`src/rtl/observe_point_gen.sv`:
```
// observe_point_gen: follows the raster position of the active-video stream and,
// one cycle after each accepted pixel, presents the centre of the tile holding that
// pixel together with the gaze point latched at the start of the frame.
module observe_point_gen #(
    parameter int H_ACTIVE = 1920,
    parameter int V_ACTIVE = 1080,
    parameter int TILE_W   = 12,
    parameter int TILE_H   = 12
) (
    input  logic        i_clk,
    input  logic        i_rst,
    input  logic        i_pix_valid,
    input  logic        i_sof,
    input  logic        i_eol,
    input  logic        i_gaze_valid,
    input  logic [10:0] i_gaze_x,
    input  logic [10:0] i_gaze_y,
    output logic        o_data_valid,
    output logic [10:0] o_gaze_x,
    output logic [10:0] o_gaze_y,
    output logic [10:0] o_observe_x,
    output logic [10:0] o_observe_y,
    output logic        o_frame_done,
    output logic        o_frame_err
);

    typedef enum logic [1:0] {
        IDLE,
        ACTIVE,
        DONE
    } state_t;

    localparam logic [10:0] X_LAST   = 11'(H_ACTIVE - 1);
    localparam logic [10:0] Y_LAST   = 11'(V_ACTIVE - 1);
    localparam logic [10:0] COL_LAST = 11'(TILE_W - 1);
    localparam logic [10:0] ROW_LAST = 11'(TILE_H - 1);
    localparam logic [11:0] CX_INIT  = 12'(TILE_W / 2);
    localparam logic [11:0] CY_INIT  = 12'(TILE_H / 2);
    localparam logic [11:0] CX_STEP  = 12'(TILE_W);
    localparam logic [11:0] CY_STEP  = 12'(TILE_H);

    state_t      state_q;

    // Position of the next expected pixel, its place inside the tile and the
    // unclamped centre of that tile (one bit wider so the last partial tile
    // cannot wrap before clamping).
    logic [10:0] xCount_q, xCount_d;
    logic [10:0] yCount_q, yCount_d;
    logic [10:0] tileCol_q, tileCol_d;
    logic [10:0] tileRow_q, tileRow_d;
    logic [11:0] centreX_q, centreX_d;
    logic [11:0] centreY_q, centreY_d;

    logic [10:0] pendGazeX_q, pendGazeY_q;

    logic        dataValid_q;
    logic [10:0] gazeX_q, gazeY_q;
    logic [10:0] observeX_q, observeY_q;
    logic        frameDone_q;
    logic        frameErr_q;

    logic        accept;
    logic [10:0] pixX, pixY, pixCol, pixRow;
    logic [11:0] pixCentreX, pixCentreY;
    logic        atLineEnd, lastLine;
    logic [10:0] obsX_d, obsY_d;
    logic        frameDone_d;
    logic        errSet;

    // Resolve where the current pixel sits (a start-of-frame pixel is always at the
    // origin), decide its clamped tile centre and work out the counters for the next one.
    always_comb begin
        accept     = i_pix_valid && (i_sof || (state_q == ACTIVE));

        pixX       = i_sof ? 11'd0   : xCount_q;
        pixY       = i_sof ? 11'd0   : yCount_q;
        pixCol     = i_sof ? 11'd0   : tileCol_q;
        pixRow     = i_sof ? 11'd0   : tileRow_q;
        pixCentreX = i_sof ? CX_INIT : centreX_q;
        pixCentreY = i_sof ? CY_INIT : centreY_q;

        atLineEnd  = (pixX == X_LAST);
        lastLine   = (pixY == Y_LAST);

        obsX_d = (pixCentreX > {1'b0, X_LAST}) ? X_LAST : pixCentreX[10:0];
        obsY_d = (pixCentreY > {1'b0, Y_LAST}) ? Y_LAST : pixCentreY[10:0];

        xCount_d  = xCount_q;
        yCount_d  = yCount_q;
        tileCol_d = tileCol_q;
        tileRow_d = tileRow_q;
        centreX_d = centreX_q;
        centreY_d = centreY_q;

        if (accept) begin
            xCount_d  = pixX;
            yCount_d  = pixY;
            tileCol_d = pixCol;
            tileRow_d = pixRow;
            centreX_d = pixCentreX;
            centreY_d = pixCentreY;

            if (i_eol) begin
                xCount_d  = 11'd0;
                tileCol_d = 11'd0;
                centreX_d = CX_INIT;
                if (!lastLine) begin
                    yCount_d = pixY + 11'd1;
                    if (pixRow == ROW_LAST) begin
                        tileRow_d = 11'd0;
                        centreY_d = pixCentreY + CY_STEP;
                    end else begin
                        tileRow_d = pixRow + 11'd1;
                    end
                end
            end else if (!atLineEnd) begin
                xCount_d = pixX + 11'd1;
                if (pixCol == COL_LAST) begin
                    tileCol_d = 11'd0;
                    centreX_d = pixCentreX + CX_STEP;
                end else begin
                    tileCol_d = pixCol + 11'd1;
                end
            end
        end

        frameDone_d = accept && i_eol && lastLine;

        errSet = (accept && i_eol && !atLineEnd)
              || (accept && !i_eol && atLineEnd)
              || (i_pix_valid && i_sof && (state_q == ACTIVE))
              || (i_pix_valid && !i_sof && (state_q == DONE));
    end

    // Frame state, raster counters, pending gaze and all registered outputs.
    always_ff @(posedge i_clk) begin
        if (i_rst) begin
            state_q     <= IDLE;
            xCount_q    <= '0;
            yCount_q    <= '0;
            tileCol_q   <= '0;
            tileRow_q   <= '0;
            centreX_q   <= '0;
            centreY_q   <= '0;
            pendGazeX_q <= '0;
            pendGazeY_q <= '0;
            dataValid_q <= 1'b0;
            gazeX_q     <= '0;
            gazeY_q     <= '0;
            observeX_q  <= '0;
            observeY_q  <= '0;
            frameDone_q <= 1'b0;
            frameErr_q  <= 1'b0;
        end else begin
            xCount_q  <= xCount_d;
            yCount_q  <= yCount_d;
            tileCol_q <= tileCol_d;
            tileRow_q <= tileRow_d;
            centreX_q <= centreX_d;
            centreY_q <= centreY_d;

            if (i_gaze_valid) begin
                pendGazeX_q <= i_gaze_x;
                pendGazeY_q <= i_gaze_y;
            end

            dataValid_q <= accept;
            frameDone_q <= frameDone_d;

            if (accept) begin
                observeX_q <= obsX_d;
                observeY_q <= obsY_d;
                state_q    <= frameDone_d ? DONE : ACTIVE;
                if (i_sof) begin
                    gazeX_q <= i_gaze_valid ? i_gaze_x : pendGazeX_q;
                    gazeY_q <= i_gaze_valid ? i_gaze_y : pendGazeY_q;
                end
            end

            if (errSet) begin
                frameErr_q <= 1'b1;
            end else if (accept && i_sof) begin
                frameErr_q <= 1'b0;
            end
        end
    end

    assign o_data_valid = dataValid_q;
    assign o_gaze_x     = gazeX_q;
    assign o_gaze_y     = gazeY_q;
    assign o_observe_x  = observeX_q;
    assign o_observe_y  = observeY_q;
    assign o_frame_done = frameDone_q;
    assign o_frame_err  = frameErr_q;

endmodule
```
`config.mk`:
```
export PLATFORM = sky130hd
export DESIGN_NAME = observe_point_gen
export DESIGN_NICKNAME = d
export VERILOG_FILES = /design/src/rtl/observe_point_gen.sv
export SDC_FILE = /design/constraint.sdc
export NUM_CORES = 1
export LEC_CHECK = 0
export BUFFER_PORTS_ARGS = -buffer_cell sky130_fd_sc_hd__buf_2
export CAP_MARGIN = 20
export CORE_MARGIN = 1
export CORE_UTILIZATION = 50
export CTS_CLUSTER_DIAMETER = 200
export DETAILED_ROUTE_END_ITERATION = 8
export MAX_ROUTING_LAYER = met4
export PLACE_DENSITY = 0.72
export REMOVE_ABC_BUFFERS = 1
export SETUP_SLACK_MARGIN = 0.05
export SYNTH_ARGS = -nofsm -noshare
export SYNTH_HDL_FRONTEND = slang
export SYNTH_SLANG_ARGS = --single-unit
```
`constraint.sdc`:
```
create_clock -name i_clk -period 7.5 [get_ports i_clk]
set_clock_uncertainty 0.05 [all_clocks]
set_input_delay 1.5 -clock i_clk [delete_from_list [all_inputs] [get_ports i_clk]]
set_output_delay 1.5 -clock i_clk [all_outputs]
set_load 0.005 [all_outputs]
```
==> impl_metrics.env <==
export IMPL_endpoint_kind="flip-flop"
export IMPL_hpwl_mm=11.0
export IMPL_wl_per_cell_microns=16.6
export IMPL_worstPathMaxFanout=49
export IMPL_numPortBuffers=74
export IMPL_yosysSeqAreaShare=0.438
export IMPL_ys_async_sr_fraction=0
export IMPL_status="finished clean"
export IMPL_drt_pass1_iter_count=8
export IMPL_rsz0062_at_grt="false"
export IMPL_ys_seq_elements=139
export IMPL_synth_edff_count=0
export IMPL_crit_start="i_sof"
export IMPL_drv_slew=0
export IMPL_num_vias=5892
export IMPL_cts_resized=0
export IMPL_tns_ns=0
export IMPL_syn_instance_count=744
export IMPL_final_hold_viol_count=0
export IMPL_fmax_ghz=0.235
export IMPL_core_sq_um=12200
export IMPL_initial_core_util=0.520
export IMPL_p_per_area_nw_per_um2=230
export IMPL_pin_count=75
export IMPL_holdWs_ns=0.397
export IMPL_die_x_microns=115
export IMPL_post_place_ws_ns=2.91
export IMPL_ant_nets=0
export IMPL_syn_area_sq_um=6350
export IMPL_worstSkewPairLatency_ns=0.42
export IMPL_cts_sinks=139
export IMPL_crit_arrival_ns=4.50
export IMPL_postLayoutCellArea_sq_um=7390
export IMPL_fill_cells=1078
export IMPL_antenna_cells=0
export IMPL_setup_viol=0
export IMPL_p_seq_frac=0.458
export IMPL_reg2reg_slack_ns=4.68
export IMPL_p_int_mw=1.27
export IMPL_area_growth_pct=16.3
export IMPL_crit_type="primary input to flip-flop"
export IMPL_grt_max_degree=53
export IMPL_yosys_area_top_type="dfxtp_1"
export IMPL_r2r_end="tileCol_q[9]"
export IMPL_reg_top3="centreX_q: 12 flops, centreY_q: 12 flops"
export IMPL_drive_gt1_frac=0.165
export IMPL_cts_root_buf="clkbuf_16"
export IMPL_maxCapViolations=0
export IMPL_p_leak_nw=2.89
export IMPL_grt_pass1_vias=5622
export IMPL_clk_path_buf_depth=2
export IMPL_synth_warnings=0
export IMPL_syn_avg_cell_area_sq_um=8.54
export IMPL_p_sw_mw=0.428
export IMPL_cts_hold_buffers=0
export IMPL_endpoint="tileCol_q[9]"
export IMPL_setup_ws_ns=3.25
export IMPL_pwr_share_clk=0.470
export IMPL_cts_buffers=17
export IMPL_htreeDepth=4
export IMPL_ys_types=70
export IMPL_combPwrFrac=0.072
export IMPL_gr_usage_all_layers=0.267
export IMPL_maxSlewHeadroom=0.219
export IMPL_grt_ovfl_total=0
export IMPL_routed_wl_mm=16.3
export IMPL_grt_pass1_wl_mm=27.2
export IMPL_fin_nets=835
export IMPL_final_common_cell="dfxtp_1"
export IMPL_synthTopCellsByArea="dfxtp_1, nor2_1, mux2i_1, o21ai_0, nand2_1"
export IMPL_worstReg2RegStart="xCount_q[0]"
export IMPL_synth_top_area_frac=0.438
export IMPL_crit_required_ns=7.75
export IMPL_r2r_cells=7
export IMPL_drt_initial_drc_count=542
export IMPL_sw_frac_of_total=0.252
export IMPL_worst_pin_slew_ns=1.16
export IMPL_antenna_found_initial=0
export IMPL_gp_congestion=0.898
export IMPL_post_cts_setup_buffers=0
export IMPL_viasPerCell=6.00
export IMPL_finalCriticalPeriod_ns=4.25
export IMPL_hold_class="flip-flop to flip-flop"
export IMPL_synthFlopType="dfxtp_1"
export IMPL_cts_tree="yes"
export IMPL_die_area_sq_um=13200
export IMPL_peakVddDrop_uv=173
export IMPL_final_cell_mix="dfxtp_1, nor2_1, buf_2"
export IMPL_cp_start_kind="primary input"
export IMPL_place_area_sq_um=6820
export IMPL_chipHeight_microns=115
export IMPL_clk_pin_slew_ns=0.06
export IMPL_route_detailed_drc=0
export IMPL_fp_row_count=40
export IMPL_post_route_period_util=0.566
## kinds of logic (layout without fill, tap and decap cells)
| kind of cell | after synthesis | after routing | synth area share |
|---|---|---|---|
| buf+inv | 61 | 131 | 0.0382 |
| mux | 28 | 28 | 0.0449 |
| fa+ha+maj | 6 | 6 | 0.0118 |
| xor+xnor | 12 | 12 | 0.0165 |
| simple gates | 312 | 312 | 0.252 |
| flops | 139 | 139 | 0.438 |
| compound gates | 186 | 186 | 0.198 |
## through the flow
step / power, mW / utilization / std cells
final: 1.70 / 0.605 / 982
after global routing: 1.76 / 0.605 / 982
after CTS: 1.71 / 0.605 / 982
after detailed placement: 0.915 / 0.559 / 950
after global placement: 0.911 / 0.559 / 950
after floorplan: 0.854 / - / 699
## layer usage
layer  vias up  share of wire  global-route usage
li1       2867              -                   -
met1      2758           0.45               0.335
met2       236           0.45               0.413
met3        31          0.078              0.0796
met4         0          0.018              0.0866
met5         -              0                   -
## cell usage after synthesis, types with 6 or more instances
cell      count
nor4_1       12
inv_1        14
and2_1        8
nor2_1       94
a32o_1        9
xor2_1        7
a211oi_1     24
nor2b_1      18
mux2i_1      24
nand3_1      20
a21oi_1      31
dfxtp_1     139
nor3_1       23
nand2_1      61
o21ai_0      48
a31oi_1      16
a32oi_1       6
and3_1        9
o31ai_1       7
ha_1          6
buf_1         6
clkbuf_1     33
nand4_1      22
## power by group through the flow
stage	Combinational [mW]	Clock (mW)	Sequential [mW]
2_1_floorplan	0.0618	0	0.792
3_3_place_gp	0.118	0	0.794
3_5_place_dp	0.121	0	0.794
4_1_cts	0.122	0.810	0.779
5_1_grt	0.136	0.844	0.782
6_report	0.122	0.800	0.779
## worst max-delay path, cell delays in order
cell,delay (ns)
buf_2,0.64
nor2b_1,0.14
ha_1,0.30
and4b_1,0.21
a31oi_1,0.87
a21oi_1,0.40
a32oi_1,0.29
o21ai_0,0.10
## final cells by class
type,count,area (sq um),area share
multi-input combinational,544,3330,0.451
sequential,139,2780,0.377
timing repair buffer,83,438,0.0593
clock buffer,18,429,0.0581
tap,168,210,0.0285
clock inverter,14,138,0.0186
inverter,16,60.1,0.00813
## worst min-delay path by stage
stage,start,to,depth (start not counted)
global route,yCount_q[1],yCount_q[1],1
global placement,o_observe_x[7],o_observe_x[7],2
CTS,o_observe_x[7],o_observe_x[7],2
floorplan,yCount_q[1],yCount_q[1],1
finish,o_observe_x[7],o_observe_x[7],2
detailed placement,o_observe_x[7],o_observe_x[7],2
Note: power is estimated with default switching activity, not from simulation.
